File: src/rtl/alu_pipe.sv
// alu_pipe: two-stage pipelined signed ALU with valid/ready handshake,
// saturating add/sub and an integrating accumulator op.
module alu_pipe #(
    parameter int WIDTH  = 16,
    parameter bit SAT_EN = 1'b1
) (
    input  logic             clk,
    input  logic             rst,
    input  logic             in_valid,
    output logic             in_ready,
    input  logic [2:0]       op,
    input  logic             acc_clr,
    input  logic [WIDTH-1:0] x,
    input  logic [WIDTH-1:0] y,
    output logic             out_valid,
    input  logic             out_ready,
    output logic [WIDTH-1:0] z,
    output logic             s,
    output logic             zr,
    output logic             cy,
    output logic             p,
    output logic             v
);

    typedef enum logic [2:0] {
        OP_ADD  = 3'b000,
        OP_SUB  = 3'b001,
        OP_ADDS = 3'b010,
        OP_SUBS = 3'b011,
        OP_AND  = 3'b100,
        OP_OR   = 3'b101,
        OP_XOR  = 3'b110,
        OP_ACC  = 3'b111
    } op_t;

    typedef struct packed {
        logic             valid;
        op_t              op;
        logic             clr;
        logic [WIDTH-1:0] x;
        logic [WIDTH-1:0] y;
    } s1_t;

    localparam logic [WIDTH-1:0] MAX_POS = {1'b0, {(WIDTH-1){1'b1}}};
    localparam logic [WIDTH-1:0] MAX_NEG = {1'b1, {(WIDTH-1){1'b0}}};

    s1_t              s1;
    logic [WIDTH-1:0] acc;
    logic             en;

    // Unsigned sums give carry/borrow, sign-extended sums give overflow
    logic [WIDTH:0]   add_u;
    logic [WIDTH:0]   sub_u;
    logic [WIDTH:0]   acc_u;
    logic [WIDTH:0]   add_s;
    logic [WIDTH:0]   sub_s;
    logic [WIDTH:0]   acc_s;
    logic             add_ov;
    logic             sub_ov;
    logic             acc_ov;

    logic [WIDTH-1:0] r_z;
    logic             r_cy;
    logic             r_v;

    assign en       = !out_valid || out_ready;
    assign in_ready = en;

    assign add_u = {1'b0, s1.x} + {1'b0, s1.y};
    assign sub_u = {1'b0, s1.x} - {1'b0, s1.y};
    assign acc_u = {1'b0, acc} + {1'b0, s1.x};

    assign add_s = {s1.x[WIDTH-1], s1.x} + {s1.y[WIDTH-1], s1.y};
    assign sub_s = {s1.x[WIDTH-1], s1.x} - {s1.y[WIDTH-1], s1.y};
    assign acc_s = {acc[WIDTH-1], acc} + {s1.x[WIDTH-1], s1.x};

    // Overflow when the extra sign bit disagrees with the result MSB
    assign add_ov = add_s[WIDTH] ^ add_s[WIDTH-1];
    assign sub_ov = sub_s[WIDTH] ^ sub_s[WIDTH-1];
    assign acc_ov = acc_s[WIDTH] ^ acc_s[WIDTH-1];

    // Clamp toward the sign of the true (N+1)-bit result
    function automatic logic [WIDTH-1:0] clip(
        input logic [WIDTH:0] t,
        input logic           ovf,
        input logic           sat
    );
        if (sat && ovf) begin
            return t[WIDTH] ? MAX_NEG : MAX_POS;
        end
        return t[WIDTH-1:0];
    endfunction

    // Result and carry/overflow selection for the op held in stage 1
    always_comb begin
        r_z  = '0;
        r_cy = 1'b0;
        r_v  = 1'b0;
        unique case (s1.op)
            OP_ADD: begin
                r_z  = add_s[WIDTH-1:0];
                r_cy = add_u[WIDTH];
                r_v  = add_ov;
            end
            OP_SUB: begin
                r_z  = sub_s[WIDTH-1:0];
                r_cy = sub_u[WIDTH];
                r_v  = sub_ov;
            end
            OP_ADDS: begin
                r_z  = clip(add_s, add_ov, SAT_EN);
                r_cy = add_u[WIDTH];
                r_v  = add_ov;
            end
            OP_SUBS: begin
                r_z  = clip(sub_s, sub_ov, SAT_EN);
                r_cy = sub_u[WIDTH];
                r_v  = sub_ov;
            end
            OP_AND: r_z = s1.x & s1.y;
            OP_OR:  r_z = s1.x | s1.y;
            OP_XOR: r_z = s1.x ^ s1.y;
            OP_ACC: begin
                if (s1.clr) begin
                    r_z = s1.x;
                end else begin
                    r_z  = clip(acc_s, acc_ov, SAT_EN);
                    r_cy = acc_u[WIDTH];
                    r_v  = acc_ov;
                end
            end
        endcase
    end

    // Stage 1: capture operands when the pipe advances
    always_ff @(posedge clk) begin
        if (rst) begin
            s1 <= '0;
        end else if (en) begin
            s1 <= '{in_valid, op_t'(op), acc_clr, x, y};
        end
    end

    // Stage 2: registered result and flags
    always_ff @(posedge clk) begin
        if (rst) begin
            out_valid <= 1'b0;
            z         <= '0;
            s         <= 1'b0;
            zr        <= 1'b0;
            cy        <= 1'b0;
            p         <= 1'b0;
            v         <= 1'b0;
        end else if (en) begin
            out_valid <= s1.valid;
            z         <= r_z;
            s         <= r_z[WIDTH-1];
            zr        <= (r_z == '0);
            cy        <= r_cy;
            p         <= ~^r_z;
            v         <= r_v;
        end
    end

    // Accumulator commits as the ACC result enters stage 2
    always_ff @(posedge clk) begin
        if (rst) begin
            acc <= '0;
        end else if (en && s1.valid && (s1.op == OP_ACC)) begin
            acc <= r_z;
        end
    end

endmodule
File: config.mk
export PLATFORM = sky130hd
export DESIGN_NAME = alu_pipe
export DESIGN_NICKNAME = d
export VERILOG_FILES = /design/src/rtl/alu_pipe.sv
export SDC_FILE = /design/constraint.sdc
export NUM_CORES = 1
export LEC_CHECK = 0
export CAP_MARGIN = 25
export CELL_PAD_IN_SITES_DETAIL_PLACEMENT = 1
export CELL_PAD_IN_SITES_GLOBAL_PLACEMENT = 1
export CORE_MARGIN = 2
export CORE_UTILIZATION = 36
export CTS_CLUSTER_DIAMETER = 200
export CTS_CLUSTER_SIZE = 20
export DETAILED_ROUTE_END_ITERATION = 16
export PLACE_DENSITY_LB_ADDON = 0.1
export SLEW_MARGIN = 10
export SYNTH_ARGS = -nofsm -noshare
export SYNTH_HDL_FRONTEND = slang
export SYNTH_SLANG_ARGS = --single-unit
File: constraint.sdc
create_clock -name clk -period 6.97 [get_ports clk]
set_clock_uncertainty 0.05 [all_clocks]
set_input_delay 1.394 -clock clk [delete_from_list [all_inputs] [get_ports clk]]
set_output_delay 1.394 -clock clk [all_outputs]
set_load 0.02 [all_outputs]
# Word level (Yosys, flattened, before mapping)
# Index checks and enable logic that the tools add are counted.
dict set report op_classes {
  addsub 6
  eq_ne 7
  mux 22
  n_bitwise 6
  reduce_logical 9
}
# cell n
set op_table {}
lappend op_table {{$mux 16} 10}
lappend op_table {{$pmux 16 s8} 1}
lappend op_table {{$add 16x16->17} 4}
lappend op_table {{$sub 16x16->17} 2}
lappend op_table {{$and 16x16->16} 1}
lappend op_table {{$logic_not 16->1} 1}
lappend op_table {{$or 16x16->16} 1}
lappend op_table {{$reduce_xnor 16->1} 1}
lappend op_table {{$xor 16x16->16} 1}
lappend op_table {{$eq 3x3->1 const B} 4}
lappend op_table {{$mux 1} 9}
lappend op_table {{$eq 3x2->1 const B} 2}
lappend op_table {{$pmux 1 s3} 2}
lappend op_table {{$reduce_or 2->1} 2}
lappend op_table {{$eq 3x1->1 const B} 1}
lappend op_table {{$logic_not 3->1} 1}
lappend op_table {{$xor 1x1->1} 3}
lappend op_table {{$logic_and 1x1->1} 2}
lappend op_table {{$logic_not 1->1} 1}
lappend op_table {{$logic_or 1x1->1} 1}
dict set report word_totals {
  register_bits 75
  in_bits 40
  output_inout_bits 23
  elab_cells 63
}

# Logic depth before layout (Yosys ltp)
dict set report logic_depth {
  word_depth 9
  mapped_depth 26
  ltp_nobuf 25
}

# Least setup slack after synthesis
# No wires, ideal clock.
dict set report synth_path {
  path_kind {reg-to-reg}
  start {register s1[17] (netlist bit)}
  end {register p}
  setup_time_ps 70
  t_arrival_ps 5338
  t_required_ps 6850
  slack_ps 1512
  path_stages_with_launch 25
  n_path_buf 1
  synth_period_minus_slack_ps 5458
  path_cell_list {dfxtp_1 inv_1 ha_1 a21oi_1 o211ai_1 a2111oi_0 o221ai_1 a21o_1 a21oi_1 xnor2_1 inv_1 ha_1 clkbuf_1 a311oi_1 a21boi_0 a31o_2 o21ai_0 and3_1 or2_2 ha_1 xnor2_1 xnor2_1 xnor2_1 nand2_1 a21oi_1}
}
dict set report synth_via {
  elab_chain_cells 9
  elab_cells_between_ends 28
  classes_between {3 x add/sub; 18 x mux; 6 x bitwise; 1 x reduce/logical}
}
# item line
set synth_rtl {}
lappend synth_rtl {{start: declaration} 47} ;# s1_t s1;
lappend synth_rtl {{start signal: assignment} 140} ;# s1 <= '{in_valid, op_t'(op), acc_clr, x, y};
lappend synth_rtl {{$add 16x16->17} 75} ;# assign acc_s = {acc[WIDTH-1], acc} + {s1.x[WIDTH-1], s1.x};
lappend synth_rtl {{$xor 1x1->1} 80} ;# assign acc_ov = acc_s[WIDTH] ^ acc_s[WIDTH-1];
lappend synth_rtl {{$mux 1} 88} ;# if (sat && ovf) begin
lappend synth_rtl {{$mux 1} 124} ;# if (s1.clr) begin
lappend synth_rtl {{$mux 1} 99} ;# unique case (s1.op)
lappend synth_rtl {{$mux 16} 91} ;# return t[WIDTH-1:0];
lappend synth_rtl {{$mux 16} 124}
lappend synth_rtl {{$pmux 16 s8 (*)} 99}
lappend synth_rtl {{$reduce_xnor 16->1 (*)} 160} ;# p <= ~^r_z;
lappend synth_rtl {{end signal: assignment} 160}
lappend synth_rtl {{end: declaration} 21} ;# output logic p,
# Mark *: on every way between the ends. The rest lies on a longest branch, timed or not. The select of a mux whose other input is x is not followed.
# A chain may end at the register's enable or synchronous reset.

# Worst setup path after layout
dict set report layout_path {
  start {register s1[1] (netlist bit)}
  end {register p}
}
dict set report layout_via {
  elab_chain_cells 7
  elab_cells_between_ends 19
  classes_between {2 x add/sub; 11 x mux; 5 x bitwise; 1 x reduce/logical}
}
# item line
set layout_rtl {}
lappend layout_rtl {{$sub 16x16->17 / $add 16x16->17 (equally long branches)} {74, 73}}
lappend layout_rtl {{$xor 1x1->1, on equally long branches} {79, 78}}
lappend layout_rtl {{$mux 1} 88}
lappend layout_rtl {{$mux 1} 99}
lappend layout_rtl {{$mux 16} 91}
lappend layout_rtl {{$pmux 16 s8 (*)} 99}
lappend layout_rtl {{$reduce_xnor 16->1 (*)} 160}
# Marks and branches as above.

==> results.yml <==
run_status:
  status: "completed"
placed_design:
  portBuffers: 62
  dpl.cell_count: 1301
  place_ws_ns: 0.516
  place_area_mm2: 0.00821
  dp_hpwl_mm: 24.0
  gp_congestion: 0.917
synthesis:
  ys_seq_elements: 74
  syn_nets: 1141
  synth_cell_type_count: 75
  yosys-top-cells-area: "dfxtp_1 (20%), ha_1 (16%), nand2_1 (7.5%), a21oi_1 (6.6%), xnor2_1 (6.1%)"
  yosysSeqAreaShare_pct: 20.2
  synth_flop_cell: "dfxtp_1"
  ys_async_sr_fraction_pct: 0
  synth_top_cells_by_count: "nand2_1 (147), a21oi_1 (96), ha_1 (94), nor2_1 (83), dfxtp_1 (74)"
  syn_inst: 1004
  netlist_area_mm2: 0.00732
  synth_edf_count: 0
  yosys_warnings: 0
  netlist.area_leader.share_pct: 20.2
  syn_area_per_cell_um2: 7.29
  yosysTopAreaCell: "dfxtp_1"
  yosys.cell_count.top_type: "nand2_1"
timing:
  fmax_ghz: 0.153
  hold_viol: 0
  layout_setup_ws_ns: 0.420
  tightestPinTransition_ns: 1.02
  relSlewSlack_pct: 31.7
  setup_violations: 0
  fin_tns_setup_ns: 0
  fin_crit_sh_pct: 94.0
  min_period_ns: 6.55
  slew_violations: 0
  rsz0062_at_grt: "false"
die:
  die_height_um: 147
  die_w_um: 147
  ios: 63
  coreArea_mm2: 0.0201
  start_util_pct: 36.4
  die_area_mm2: 0.0215
  num_rows: 52
flow_run:
  cap_violations: 0
critical_path:
  crit_required_ns: 7.20
  startpoint_type: "flop"
  crit_chain: "inv_1, ha_1, a21oi_1, o211ai_1, a2111oi_0, o221ai_1, a21o_1, a21oi_1, xnor2_1, inv_1, ha_1, a311oi_1, a21boi_0, a31o_2, a2111o_1, a21boi_1, inv_1, ha_1, xnor2_1, xnor2_1, xnor2_1, nand2_1, a21oi_1"
  end_kind: "flop"
  slowest_stage: "a2111oi_0"
  critPathMaxStageDelay_ns: 0.80
  arrival_ns: 6.78
  path_class: "flop to flop"
  crit_fanout: 10
  crit_top_cell: "xnor2_1"
pwr:
  cellPowerDensity_mw_per_mm2: 213
  power.leakage_nw: 3.59
  ir_drop_v: 0.000111
clock_tree:
  htreeDepth: 3
  clk_latency_ns: 0.36
  cts_inserted_buffers: 9
  cts.sinks: 74
  cts_root_buffer: "clkbuf_16"
  cts-resized-gates: 0
  post_cts_buffers: 0
  ctsHoldBuffers: 0
  cts.reportedPaths.clkPinSlew_ns: 0.07
  cts_tree: "yes"
  clk_path_buf_depth: 2
global_routing:
  grt_pass1_wl_mm: 46.7
  grt_pass1_vias: 7802
  grt_usage_pct: 28.6
  gr-total-overflow: 0
  grt_max_degree: 60
  antenna_found_initial: 0
detailed_routing:
  drc_errors: 0
  dr.pass1.iters: 5
  ant_nets: 0
  wl_per_cell_um: 22.9
  vias: 7581
  drt_iter0_markers: 501
  drt-vias-per-instance: 5.76
  wl_mm: 30.1
finish:
  drive_above_1_share_pct: 5.44
  area_growth_pct: 16.8
  final_util_pct: 42.5
  instances_no_fill: 1317
  final_area_mm2: 0.00854
  antennaDiodeCount: 0
  num-nets-final: 1179
min_path:
  min_path_type: "flop to flop"
## power by group
part,total (mW),switching [mW],internal [mW]
registers,0.498,0.0418,0.457
clock network,0.552,0.223,0.329
logic,0.770,0.453,0.316
total,1.82,0.718,1.10
## final cells by class
type | instances | area, um^2
tap | 270 | 338
fill | 2507 | 11600
clock buffer | 10 | 239
multi-input combinational | 816 | 5400
sequential | 74 | 1480
clock inverter | 6 | 97.6
timing repair buffer | 83 | 773
inverter | 58 | 218
## worst paths after layout
path	cells after the start	slack, ns	endpoint	startpoint
setup / recovery	23	0.42	p	s1[1]
hold / removal	2	0.42	z[4]	z[4]
setup reg to reg	23	0.42	p	s1[1]
hold reg to reg	2	0.42	z[4]	z[4]
## through the flow
step,hold slack (ns),power [mW]
final,0.422,1.82
after floorplan,0.390,1.00
after detailed placement,0.408,1.27
after global placement,0.394,1.26
after global routing,0.438,1.92
after CTS,0.418,1.82
## cell families (layout without fill, tap and decap cells)
logic type | after synthesis | in the layout | share of synthesized area [%]
fa+ha+maj | 97 | 97 | 16.9
flops | 74 | 74 | 20.2
compound gates | 307 | 307 | 27.5
simple gates | 347 | 347 | 21.3
xor+xnor | 58 | 58 | 6.94
mux | 7 | 7 | 0.992
buf+inv | 114 | 157 | 6.10
## cell usage in the layout, fill, tap and decap left out, types with 5 or more instances in the layout
master           instances
a211o_1                  5
a211oi_1                19
a21o_1                  13
a21oi_1                 96
a221oi_1                 6
a22oi_1                  8
a31oi_1                  9
and3_1                  12
buf_4                   21
clkbuf_16                9
clkdlybuf4s50_1         61
dfxtp_1                 74
ha_1                    94
inv_1                   57
mux2i_1                  5
nand2_1                147
nand2b_1                12
nand3_1                 30
nand4_1                  9
nor2_1                  83
nor2b_1                  9
nor3_1                  13
nor4_1                   8
o211ai_1                12
o21a_1                   8
o21ai_0                 56
o21bai_1                 5
o22ai_1                  8
o31ai_1                  9
or3_1                    6
xnor2_1                 51
xor2_1                   7
## per-layer routing
layer  global-route usage, %  wire length [um]
met1                    38.8             14000
met2                    45.3             13400
met3                    4.66              1630
met4                    11.7              1110
met5                       0                 0
## registers in the layout, indices dropped and copies added, names as in the netlist
name	flops
acc	16
cy	1
out_valid	1
p	1
s1	37
v	1
z	16
zr	1
## critical path, delay by kind of cell, from the launching register on
family                   cells  cell delay, ns
AO/OA/AOI/OAI               12            3.69
XOR/XNOR                     4            0.70
adder cells (fa/ha/maj)      3            1.09
buffers and inverters        3            0.34
flip-flops                   1            0.52
AND/OR/NAND/NOR              1            0.07
(Power assumes the default switching activity.)
